==> src/rtl/alarm_delay_scheduler_pkg.sv <==
// -----------------------------------------------------------------------------
// alarm_pkg
// Shared definitions for the alarm delay scheduler slice:
//   - scheduler state enum
//   - requester indices into the {siren, entry, exit} vectors
//   - default delay presets in 10 ms ticks
//   - preset range helper used by the elaboration-time check
// -----------------------------------------------------------------------------
package alarm_pkg;

   typedef enum logic [1:0] {
      ST_IDLE = 2'd0,
      ST_LOAD = 2'd1,
      ST_RUN  = 2'd2,
      ST_DONE = 2'd3
   } state_e;

   localparam int NUM_REQ   = 3;
   localparam int REQ_EXIT  = 0;
   localparam int REQ_ENTRY = 1;
   localparam int REQ_SIREN = 2;

   localparam int DEF_EXIT_TICKS  = 3000;   // 30 s
   localparam int DEF_ENTRY_TICKS = 1500;   // 15 s
   localparam int DEF_SIREN_TICKS = 18000;  // 3 min

   // A preset must be at least one tick and fit in the remaining counter.
   function automatic bit preset_ok(input int ticks, input int tickw);
      return (ticks >= 1) && (longint'(ticks) < (longint'(1) << tickw));
   endfunction

endpackage

==> src/rtl/alarm_delay_scheduler_if.sv <==
// -----------------------------------------------------------------------------
// alarm_delay_scheduler_if
// Bundles the requester-side and timer-side signals of the scheduler.
//   master : alarm FSM / timer environment (drives requests, cancel, tick)
//   slave  : the scheduler (drives timer controls, grant, busy, done, remaining)
// -----------------------------------------------------------------------------
interface alarm_delay_scheduler_if #(
   parameter int LOADW = 10,
   parameter int TICKW = 16
);
   logic             tick;
   logic             req_exit;
   logic             req_entry;
   logic             req_siren;
   logic             cancel;
   logic             timer_en;
   logic             timer_load_en;
   logic [LOADW-1:0] timer_load_value;
   logic             timer_clr;
   logic [2:0]       grant;
   logic             busy;
   logic [2:0]       done;
   logic [TICKW-1:0] remaining;

   modport master (
      output tick, req_exit, req_entry, req_siren, cancel,
      input  timer_en, timer_load_en, timer_load_value, timer_clr,
      input  grant, busy, done, remaining
   );

   modport slave (
      input  tick, req_exit, req_entry, req_siren, cancel,
      output timer_en, timer_load_en, timer_load_value, timer_clr,
      output grant, busy, done, remaining
   );

endinterface

==> src/rtl/alarm_req_arbiter.sv <==
// -----------------------------------------------------------------------------
// alarm_req_arbiter
// Combinational fixed-priority select, siren > entry > exit.
//   req_vec : arbiter input {siren, entry, exit} (pending | same-cycle request)
//   owner   : one-hot current grant (0 when nothing is granted)
//   win     : one-hot highest-priority requester in req_vec
//   preempt : some requester in req_vec outranks the current owner
// -----------------------------------------------------------------------------
module alarm_req_arbiter
   import alarm_pkg::*;
(
   input  logic [NUM_REQ-1:0] req_vec,
   input  logic [NUM_REQ-1:0] owner,
   output logic [NUM_REQ-1:0] win,
   output logic               preempt
);

   logic [NUM_REQ-1:0] above_mask;

   always_comb begin
      win = '0;
      if (req_vec[REQ_SIREN]) begin
         win[REQ_SIREN] = 1'b1;
      end else if (req_vec[REQ_ENTRY]) begin
         win[REQ_ENTRY] = 1'b1;
      end else if (req_vec[REQ_EXIT]) begin
         win[REQ_EXIT] = 1'b1;
      end
   end

   // Requesters strictly above the owner; a siren owner can never be displaced.
   always_comb begin
      above_mask = '0;
      if (owner[REQ_EXIT]) begin
         above_mask[REQ_ENTRY] = 1'b1;
         above_mask[REQ_SIREN] = 1'b1;
      end else if (owner[REQ_ENTRY]) begin
         above_mask[REQ_SIREN] = 1'b1;
      end
   end

   assign preempt = |(req_vec & above_mask);

endmodule

==> src/rtl/alarm_delay_scheduler.sv <==
// -----------------------------------------------------------------------------
// alarm_delay_scheduler
// Shares one 10 ms timer between exit delay, entry delay and siren duration.
// Arbitrates request pulses by fixed priority (siren > entry > exit), loads
// and clears the timer for the winner, counts tick edges against the winner's
// preset and pulses a per-function done on expiry.
//   clock50 : 50 MHz system clock
//   Mr      : asynchronous active-low master reset
//   bus     : slave side of alarm_delay_scheduler_if
//             in : tick, req_exit, req_entry, req_siren, cancel
//             out: timer_en, timer_load_en, timer_load_value, timer_clr,
//                  grant[2:0], busy, done[2:0], remaining[TICKW-1:0]
// -----------------------------------------------------------------------------
module alarm_delay_scheduler
   import alarm_pkg::*;
#(
   parameter int LOADW       = 10,
   parameter int TICKW       = 16,
   parameter int LOAD_VALUE  = 0,
   parameter int EXIT_TICKS  = DEF_EXIT_TICKS,
   parameter int ENTRY_TICKS = DEF_ENTRY_TICKS,
   parameter int SIREN_TICKS = DEF_SIREN_TICKS
) (
   input  logic                   clock50,
   input  logic                   Mr,
   alarm_delay_scheduler_if.slave bus
);

   if (!preset_ok(EXIT_TICKS, TICKW) || !preset_ok(ENTRY_TICKS, TICKW) ||
       !preset_ok(SIREN_TICKS, TICKW)) begin : g_bad_preset
      $error("alarm_delay_scheduler: presets must be >= 1 and < 2**TICKW");
   end

   state_e             state_q, state_d;
   logic [NUM_REQ-1:0] grant_q, grant_d;
   logic [NUM_REQ-1:0] done_q, done_d;
   logic [NUM_REQ-1:0] pending_q, pending_d;
   logic [TICKW-1:0]   remaining_q, remaining_d;
   logic               busy_q, busy_d;
   logic               timer_en_q, timer_en_d;
   logic               load_en_q, load_en_d;
   logic               clr_q, clr_d;
   logic               tick_q, tick_d;

   logic [NUM_REQ-1:0] req_vec;
   logic [NUM_REQ-1:0] arb_in;
   logic [NUM_REQ-1:0] win;
   logic [NUM_REQ-1:0] take;
   logic               preempt;
   logic               tick_edge;

   function automatic logic [TICKW-1:0] preset_of(input logic [NUM_REQ-1:0] sel);
      logic [TICKW-1:0] p;
      p = '0;
      if (sel[REQ_SIREN]) begin
         p = TICKW'(SIREN_TICKS);
      end else if (sel[REQ_ENTRY]) begin
         p = TICKW'(ENTRY_TICKS);
      end else if (sel[REQ_EXIT]) begin
         p = TICKW'(EXIT_TICKS);
      end
      return p;
   endfunction

   assign req_vec   = {bus.req_siren, bus.req_entry, bus.req_exit};
   assign arb_in    = pending_q | req_vec;
   assign tick_edge = bus.tick & ~tick_q;
   assign tick_d    = bus.tick;

   alarm_req_arbiter u_arb (
      .req_vec (arb_in),
      .owner   (grant_q),
      .win     (win),
      .preempt (preempt)
   );

   always_comb begin
      state_d     = state_q;
      grant_d     = grant_q;
      done_d      = '0;
      remaining_d = remaining_q;
      timer_en_d  = 1'b0;
      load_en_d   = 1'b0;
      clr_d       = 1'b0;
      take        = '0;

      case (state_q)
         ST_IDLE: begin
            if (|arb_in) begin
               grant_d     = win;
               take        = win;
               remaining_d = preset_of(win);
               load_en_d   = 1'b1;
               clr_d       = 1'b1;
               state_d     = ST_LOAD;
            end
         end
         ST_LOAD: begin
            timer_en_d = 1'b1;
            state_d    = ST_RUN;
         end
         ST_RUN: begin
            timer_en_d = 1'b1;
            if (preempt) begin
               // Displaced owner is simply dropped: no done, not re-queued.
               grant_d     = win;
               take        = win;
               remaining_d = preset_of(win);
               timer_en_d  = 1'b0;
               load_en_d   = 1'b1;
               clr_d       = 1'b1;
               state_d     = ST_LOAD;
            end else if (tick_edge) begin
               remaining_d = remaining_q - TICKW'(1);
               if (remaining_q == TICKW'(1)) begin
                  done_d     = grant_q;
                  timer_en_d = 1'b0;
                  state_d    = ST_DONE;
               end
            end
         end
         ST_DONE: begin
            grant_d = '0;
            state_d = ST_IDLE;
         end
         default: begin
            state_d = ST_IDLE;
            grant_d = '0;
         end
      endcase

      // The request that wins a grant is consumed by it, whether it came from
      // the pending register or arrived in this very cycle.
      pending_d = arb_in & ~take;

      // cancel overrides everything, including a final tick in the same cycle.
      if (bus.cancel) begin
         state_d     = ST_IDLE;
         grant_d     = '0;
         done_d      = '0;
         remaining_d = '0;
         timer_en_d  = 1'b0;
         load_en_d   = 1'b0;
         clr_d       = 1'b0;
         pending_d   = '0;
      end

      busy_d = |grant_d;
   end

   always_ff @(posedge clock50 or negedge Mr) begin
      if (!Mr) begin
         state_q     <= ST_IDLE;
         grant_q     <= '0;
         done_q      <= '0;
         pending_q   <= '0;
         remaining_q <= '0;
         busy_q      <= 1'b0;
         timer_en_q  <= 1'b0;
         load_en_q   <= 1'b0;
         clr_q       <= 1'b0;
         tick_q      <= 1'b0;
      end else begin
         state_q     <= state_d;
         grant_q     <= grant_d;
         done_q      <= done_d;
         pending_q   <= pending_d;
         remaining_q <= remaining_d;
         busy_q      <= busy_d;
         timer_en_q  <= timer_en_d;
         load_en_q   <= load_en_d;
         clr_q       <= clr_d;
         tick_q      <= tick_d;
      end
   end

   assign bus.timer_en         = timer_en_q;
   assign bus.timer_load_en    = load_en_q;
   assign bus.timer_load_value = LOADW'(LOAD_VALUE);
   assign bus.timer_clr        = clr_q;
   assign bus.grant            = grant_q;
   assign bus.busy             = busy_q;
   assign bus.done             = done_q;
   assign bus.remaining        = remaining_q;

endmodule

==> src/flat_wrapper.sv <==
// flat-port wrapper written by rule: the top's interface ports become plain ports
module alarm_delay_scheduler_flat import alarm_pkg::*;
#(
   parameter int LOADW       = 10,
   parameter int TICKW       = 16,
   parameter int LOAD_VALUE  = 0,
   parameter int EXIT_TICKS  = DEF_EXIT_TICKS,
   parameter int ENTRY_TICKS = DEF_ENTRY_TICKS,
   parameter int SIREN_TICKS = DEF_SIREN_TICKS
)
  (clock50, Mr, bus_tick, bus_req_exit, bus_req_entry, bus_req_siren, bus_cancel, bus_timer_en, bus_timer_load_en, bus_timer_load_value, bus_timer_clr, bus_grant, bus_busy, bus_done, bus_remaining);
  alarm_delay_scheduler_if #(.LOADW(LOADW), .TICKW(TICKW)) bus_i ();
  input  logic clock50;
  input  logic Mr;
  input wire logic [$bits(bus_i.tick)-1:0] bus_tick;
  input wire logic [$bits(bus_i.req_exit)-1:0] bus_req_exit;
  input wire logic [$bits(bus_i.req_entry)-1:0] bus_req_entry;
  input wire logic [$bits(bus_i.req_siren)-1:0] bus_req_siren;
  input wire logic [$bits(bus_i.cancel)-1:0] bus_cancel;
  output wire logic [$bits(bus_i.timer_en)-1:0] bus_timer_en;
  output wire logic [$bits(bus_i.timer_load_en)-1:0] bus_timer_load_en;
  output wire logic [$bits(bus_i.timer_load_value)-1:0] bus_timer_load_value;
  output wire logic [$bits(bus_i.timer_clr)-1:0] bus_timer_clr;
  output wire logic [$bits(bus_i.grant)-1:0] bus_grant;
  output wire logic [$bits(bus_i.busy)-1:0] bus_busy;
  output wire logic [$bits(bus_i.done)-1:0] bus_done;
  output wire logic [$bits(bus_i.remaining)-1:0] bus_remaining;
  assign bus_i.tick = bus_tick;
  assign bus_i.req_exit = bus_req_exit;
  assign bus_i.req_entry = bus_req_entry;
  assign bus_i.req_siren = bus_req_siren;
  assign bus_i.cancel = bus_cancel;
  assign bus_timer_en = bus_i.timer_en;
  assign bus_timer_load_en = bus_i.timer_load_en;
  assign bus_timer_load_value = bus_i.timer_load_value;
  assign bus_timer_clr = bus_i.timer_clr;
  assign bus_grant = bus_i.grant;
  assign bus_busy = bus_i.busy;
  assign bus_done = bus_i.done;
  assign bus_remaining = bus_i.remaining;
  alarm_delay_scheduler #(.LOADW(LOADW), .TICKW(TICKW), .LOAD_VALUE(LOAD_VALUE), .EXIT_TICKS(EXIT_TICKS), .ENTRY_TICKS(ENTRY_TICKS), .SIREN_TICKS(SIREN_TICKS)) u_core (.clock50(clock50), .Mr(Mr), .bus(bus_i));
endmodule
==> config.mk <==
export PLATFORM = sky130hd
export DESIGN_NAME = alarm_delay_scheduler_flat
export DESIGN_NICKNAME = d
export VERILOG_FILES = /design/src/rtl/alarm_delay_scheduler_pkg.sv /design/src/rtl/alarm_delay_scheduler_if.sv /design/src/rtl/alarm_req_arbiter.sv /design/src/rtl/alarm_delay_scheduler.sv /design/src/flat_wrapper.sv
export SDC_FILE = /design/constraint.sdc
export NUM_CORES = 1
export LEC_CHECK = 0
export CORE_MARGIN = 8
export CORE_UTILIZATION = 46
export CTS_CLUSTER_SIZE = 16
export DETAILED_ROUTE_END_ITERATION = 7
export GPL_TIMING_DRIVEN = 0
export PLACE_DENSITY = 0.77
export REMOVE_ABC_BUFFERS = 1
export SYNTH_ARGS = -nofsm -noshare
export SYNTH_HDL_FRONTEND = slang
export SYNTH_SLANG_ARGS = --single-unit
==> constraint.sdc <==
create_clock -name clock50 -period 2.1 [get_ports clock50]
set_input_delay 0.63 -clock clock50 [delete_from_list [all_inputs] [get_ports clock50]]
set_output_delay 0.63 -clock clock50 [all_outputs]
set_load 0.005 [all_outputs]
==> results.sh <==
export IMPL_status="complete, but fails checks"
export IMPL_violations="negative setup slack"
export IMPL_die_x_um=81.2
export IMPL_nNetsFinal=273
export IMPL_total_power_mw=2.83
export IMPL_p_switching_mw=1.11
export IMPL_fp_dieArea_mm2=0.00659
export IMPL_grt_pass1_vias=1755
export IMPL_dpl_hpwl_um=3600
export IMPL_endpoint_kind="flop"
export IMPL_port_buffers=32
export IMPL_p_leak_nw=1.03
export IMPL_critPathKind="in2reg"
export IMPL_rrSetupSlack_ns=0.08
export IMPL_fill_cells=345
export IMPL_core_area_mm2=0.00406
export IMPL_htreeDepth=2
export IMPL_cts_root_buf="clkbuf_8"
export IMPL_reg2reg_depth=5
export IMPL_fin_area_mm2=0.00254
export IMPL_finalHoldViolations=0
export IMPL_seq_area_frac_synth_pct=39.7
export IMPL_p_sw_share_pct=39.3
export IMPL_final_core_utilization_pct=62.7
export IMPL_viasPerCell=6.16
export IMPL_p_comb_share_pct=46.4
export IMPL_ant_nets=0
export IMPL_worstMarginPinSlew_ns=0.698
export IMPL_syn_avg_cell_area_um2=8.77
export IMPL_worstPathMaxFanout=7
export IMPL_ys_ff_latch=31
export IMPL_io_pins=43
export IMPL_remaining_drc_errors=0
export IMPL_r2r_end="u_core.bus.busy"
export IMPL_path_clk_slew_ns=0.07
export IMPL_p_int_mw=1.71
export IMPL_setup_violations_final=1
export IMPL_num_rows=23
export IMPL_hold_path_class="in2async"
export IMPL_worstSkewPairLatency_ns=0.30
export IMPL_die_h_um=81.2
export IMPL_yosysWarnings=0
export IMPL_final_max_slew_viol_count=0
export IMPL_hold_buffers=0
export IMPL_place_congestion=0.918
export IMPL_grt_max_degree=32
export IMPL_synth_main_ff_cell="dfrtp_1"
export IMPL_yosysUniqueCellTypes=48
export IMPL_antenna_cells=0
export IMPL_avgRoutedWirePerCell_um=18.0
export IMPL_clkPwrFrac_pct=21.9
export IMPL_ys_async_sr_fraction_pct=100
export IMPL_antenna_found_initial=0
export IMPL_syn_to_final_growth_pct=30.1
export IMPL_grt_overflow_total=0
export IMPL_r2r_start="u_core.pending_q[2]"
export IMPL_vdd_drop_max_mv=0.455
export IMPL_clock_sinks=31
export IMPL_grt_pass1_wl_um=8960
export IMPL_syn_area_mm2=0.00196
export IMPL_track_usage_pct=17.3
export IMPL_holdWs_ns=0.370
export IMPL_p_seq_share_pct=31.7
export IMPL_numCtsBuffers=5
export IMPL_clock_fmax_ghz=0.474
export IMPL_layout_drive_gt1_share_pct=18.4
export IMPL_power_density_mw_per_mm2=1110
export IMPL_slew_headroom_pct=53.5
export IMPL_clk_path_buf_depth=2
export IMPL_rsz0062_at_grt="yes"
export IMPL_num_vias=1916
export IMPL_finClkSkew_ns=0.0104
export IMPL_start_util_pct=48.2
export IMPL_drtPass1Iterations=4
export IMPL_multi_input_area_mm2=0.00117
export IMPL_place_area_mm2=0.00225
export IMPL_seq_area_um2=778
export IMPL_layout_min_cycle_time_ns=2.11
export IMPL_maxCapViolations=0
export IMPL_cp_required_ns=2.28
export IMPL_routed_wl_um=5610
export IMPL_fin_crit_sh_pct=101
export IMPL_synth_edf_count=0
export IMPL_fin_ws_ns=-0.0109
export IMPL_dr_first_iter_drc_count=279
export IMPL_start_kind="input pin"
export IMPL_dp_slack_ns=-1.01
export IMPL_cp_arrival_ns=2.29
export IMPL_synthCells=223
export IMPL_cts_tree="yes"
[state kept, by name (all words and copies together) (netlist names)]
signal / count
u_core.bus.done: 3
u_core.bus.remaining: 16
u_core.bus.busy: 1
u_core.pending_q: 3
u_core.state_q: 2
u_core.bus.timer_load_en: 1
u_core.bus.grant: 3
u_core.tick_q: 1
u_core.bus.timer_en: 1
[layout by cell type (no fill, tap or decap), drive strengths merged, types with 3 or more instances in the layout]
| cell type | Yosys | final |
|---|---|---|
| nand3 | 13 | 13 |
| clkdlybuf4s50 | 0 | 27 |
| a31oi | 4 | 4 |
| nor2 | 17 | 17 |
| clkbuf | 8 | 7 |
| o21ai | 17 | 17 |
| o311ai | 3 | 3 |
| dfrtp | 31 | 31 |
| a21oi | 20 | 20 |
| and3 | 4 | 4 |
| buf | 14 | 12 |
| o21a | 3 | 3 |
| nand2 | 16 | 16 |
| nor4 | 8 | 8 |
| a211oi | 6 | 6 |
| inv | 7 | 7 |
| ha | 6 | 6 |
| conb | 1 | 10 |
| nor3 | 10 | 10 |
| or3 | 4 | 4 |
[cells by family (layout without fill, tap and decap cells)]
kind of cell / count (synthesis) / count (layout) / synth area share [%]
other: 1 / 10 / 0.192
buffers and inverters: 29 / 58 / 7.81
AOI/OAI and AO/OA: 69 / 69 / 22.6
and+or+nand+nor: 86 / 86 / 25.5
DFF: 31 / 31 / 39.7
adders and majority gates: 6 / 6 / 3.84
xor gates and xnor gates: 1 / 1 / 0.448
[how the worst max path moves through the flow]
stage | cells past startpoint | endpoint | slack, ns | start
detailed placement | 6 | u_core.state_q[1] | -1.01 | bus_req_siren
global route | 6 | u_core.bus.busy | -0.11 | bus_req_siren
CTS | 7 | u_core.bus.busy | 0.02 | u_core.state_q[0]
finish | 6 | u_core.bus.busy | -0.01 | bus_req_siren
floorplan | 7 | u_core.state_q[1] | -0.07 | u_core.state_q[0]
global placement | 6 | u_core.state_q[1] | -1.04 | bus_req_siren
[power by group through the flow]
stage	Combinational, mW	Clock (mW)	Sequential (mW)
after floorplan	0.678	0	0.866
after global placement	1.08	0	0.883
after detailed placement	1.10	0	0.888
after CTS	1.23	0.623	0.885
after global routing	1.43	0.654	0.913
final	1.31	0.618	0.895
[critical path: stages]
cell and delay [ns]:
clkdlybuf4s15_2 0.26, o21ai_1 0.47, a21oi_1 0.24, a21oi_1 0.23, o41ai_1 0.11, or3_1 0.34
[layer usage]
metal	wire (um)	GRT usage, %	vias up
met5	0	0	-
met4	112	5.36	0
met3	469	6.07	13
met2	2610	25.8	100
met1	2410	22.8	910
li1	-	-	893
[synth_stat cells, drive strengths merged, types with 6 or more instances]
cell type	count	area, um2
dfrtp	31	776
a21oi	20	100
nor2	17	63.8
o21ai	17	85.1
nand2	16	60.1
buf	14	96.3
nand3	13	65.1
nor3	10	50.1
clkbuf	8	30.0
nor4	8	95.1
inv	7	26.3
a211oi	6	45.0
ha	6	75.1
[stage by stage]
step	TNS (ns)	instances
2_1_floorplan	-0.0724	210
3_3_place_gp	-23.95	292
3_5_place_dp	-26.11	292
4_1_cts	0	306
5_1_grt	-0.594	311
6_report	-0.0109	311
[repair_timing]
item,in CTS,in global routing
buffers inserted,6,5
setup endpoints to repair,26,17
gates resized for setup,25,9
pin swaps,4,4
[final cells by class]
class	count	share of cell area, %
clock buffers	6	3.24
clock inverters	2	1.38
inverters	7	1.03
multi-input cells	172	45.8
flip-flops and latches	31	30.6
well taps	50	2.46
repair buffers	43	15.5
Power figures use the tool's default switching activity.
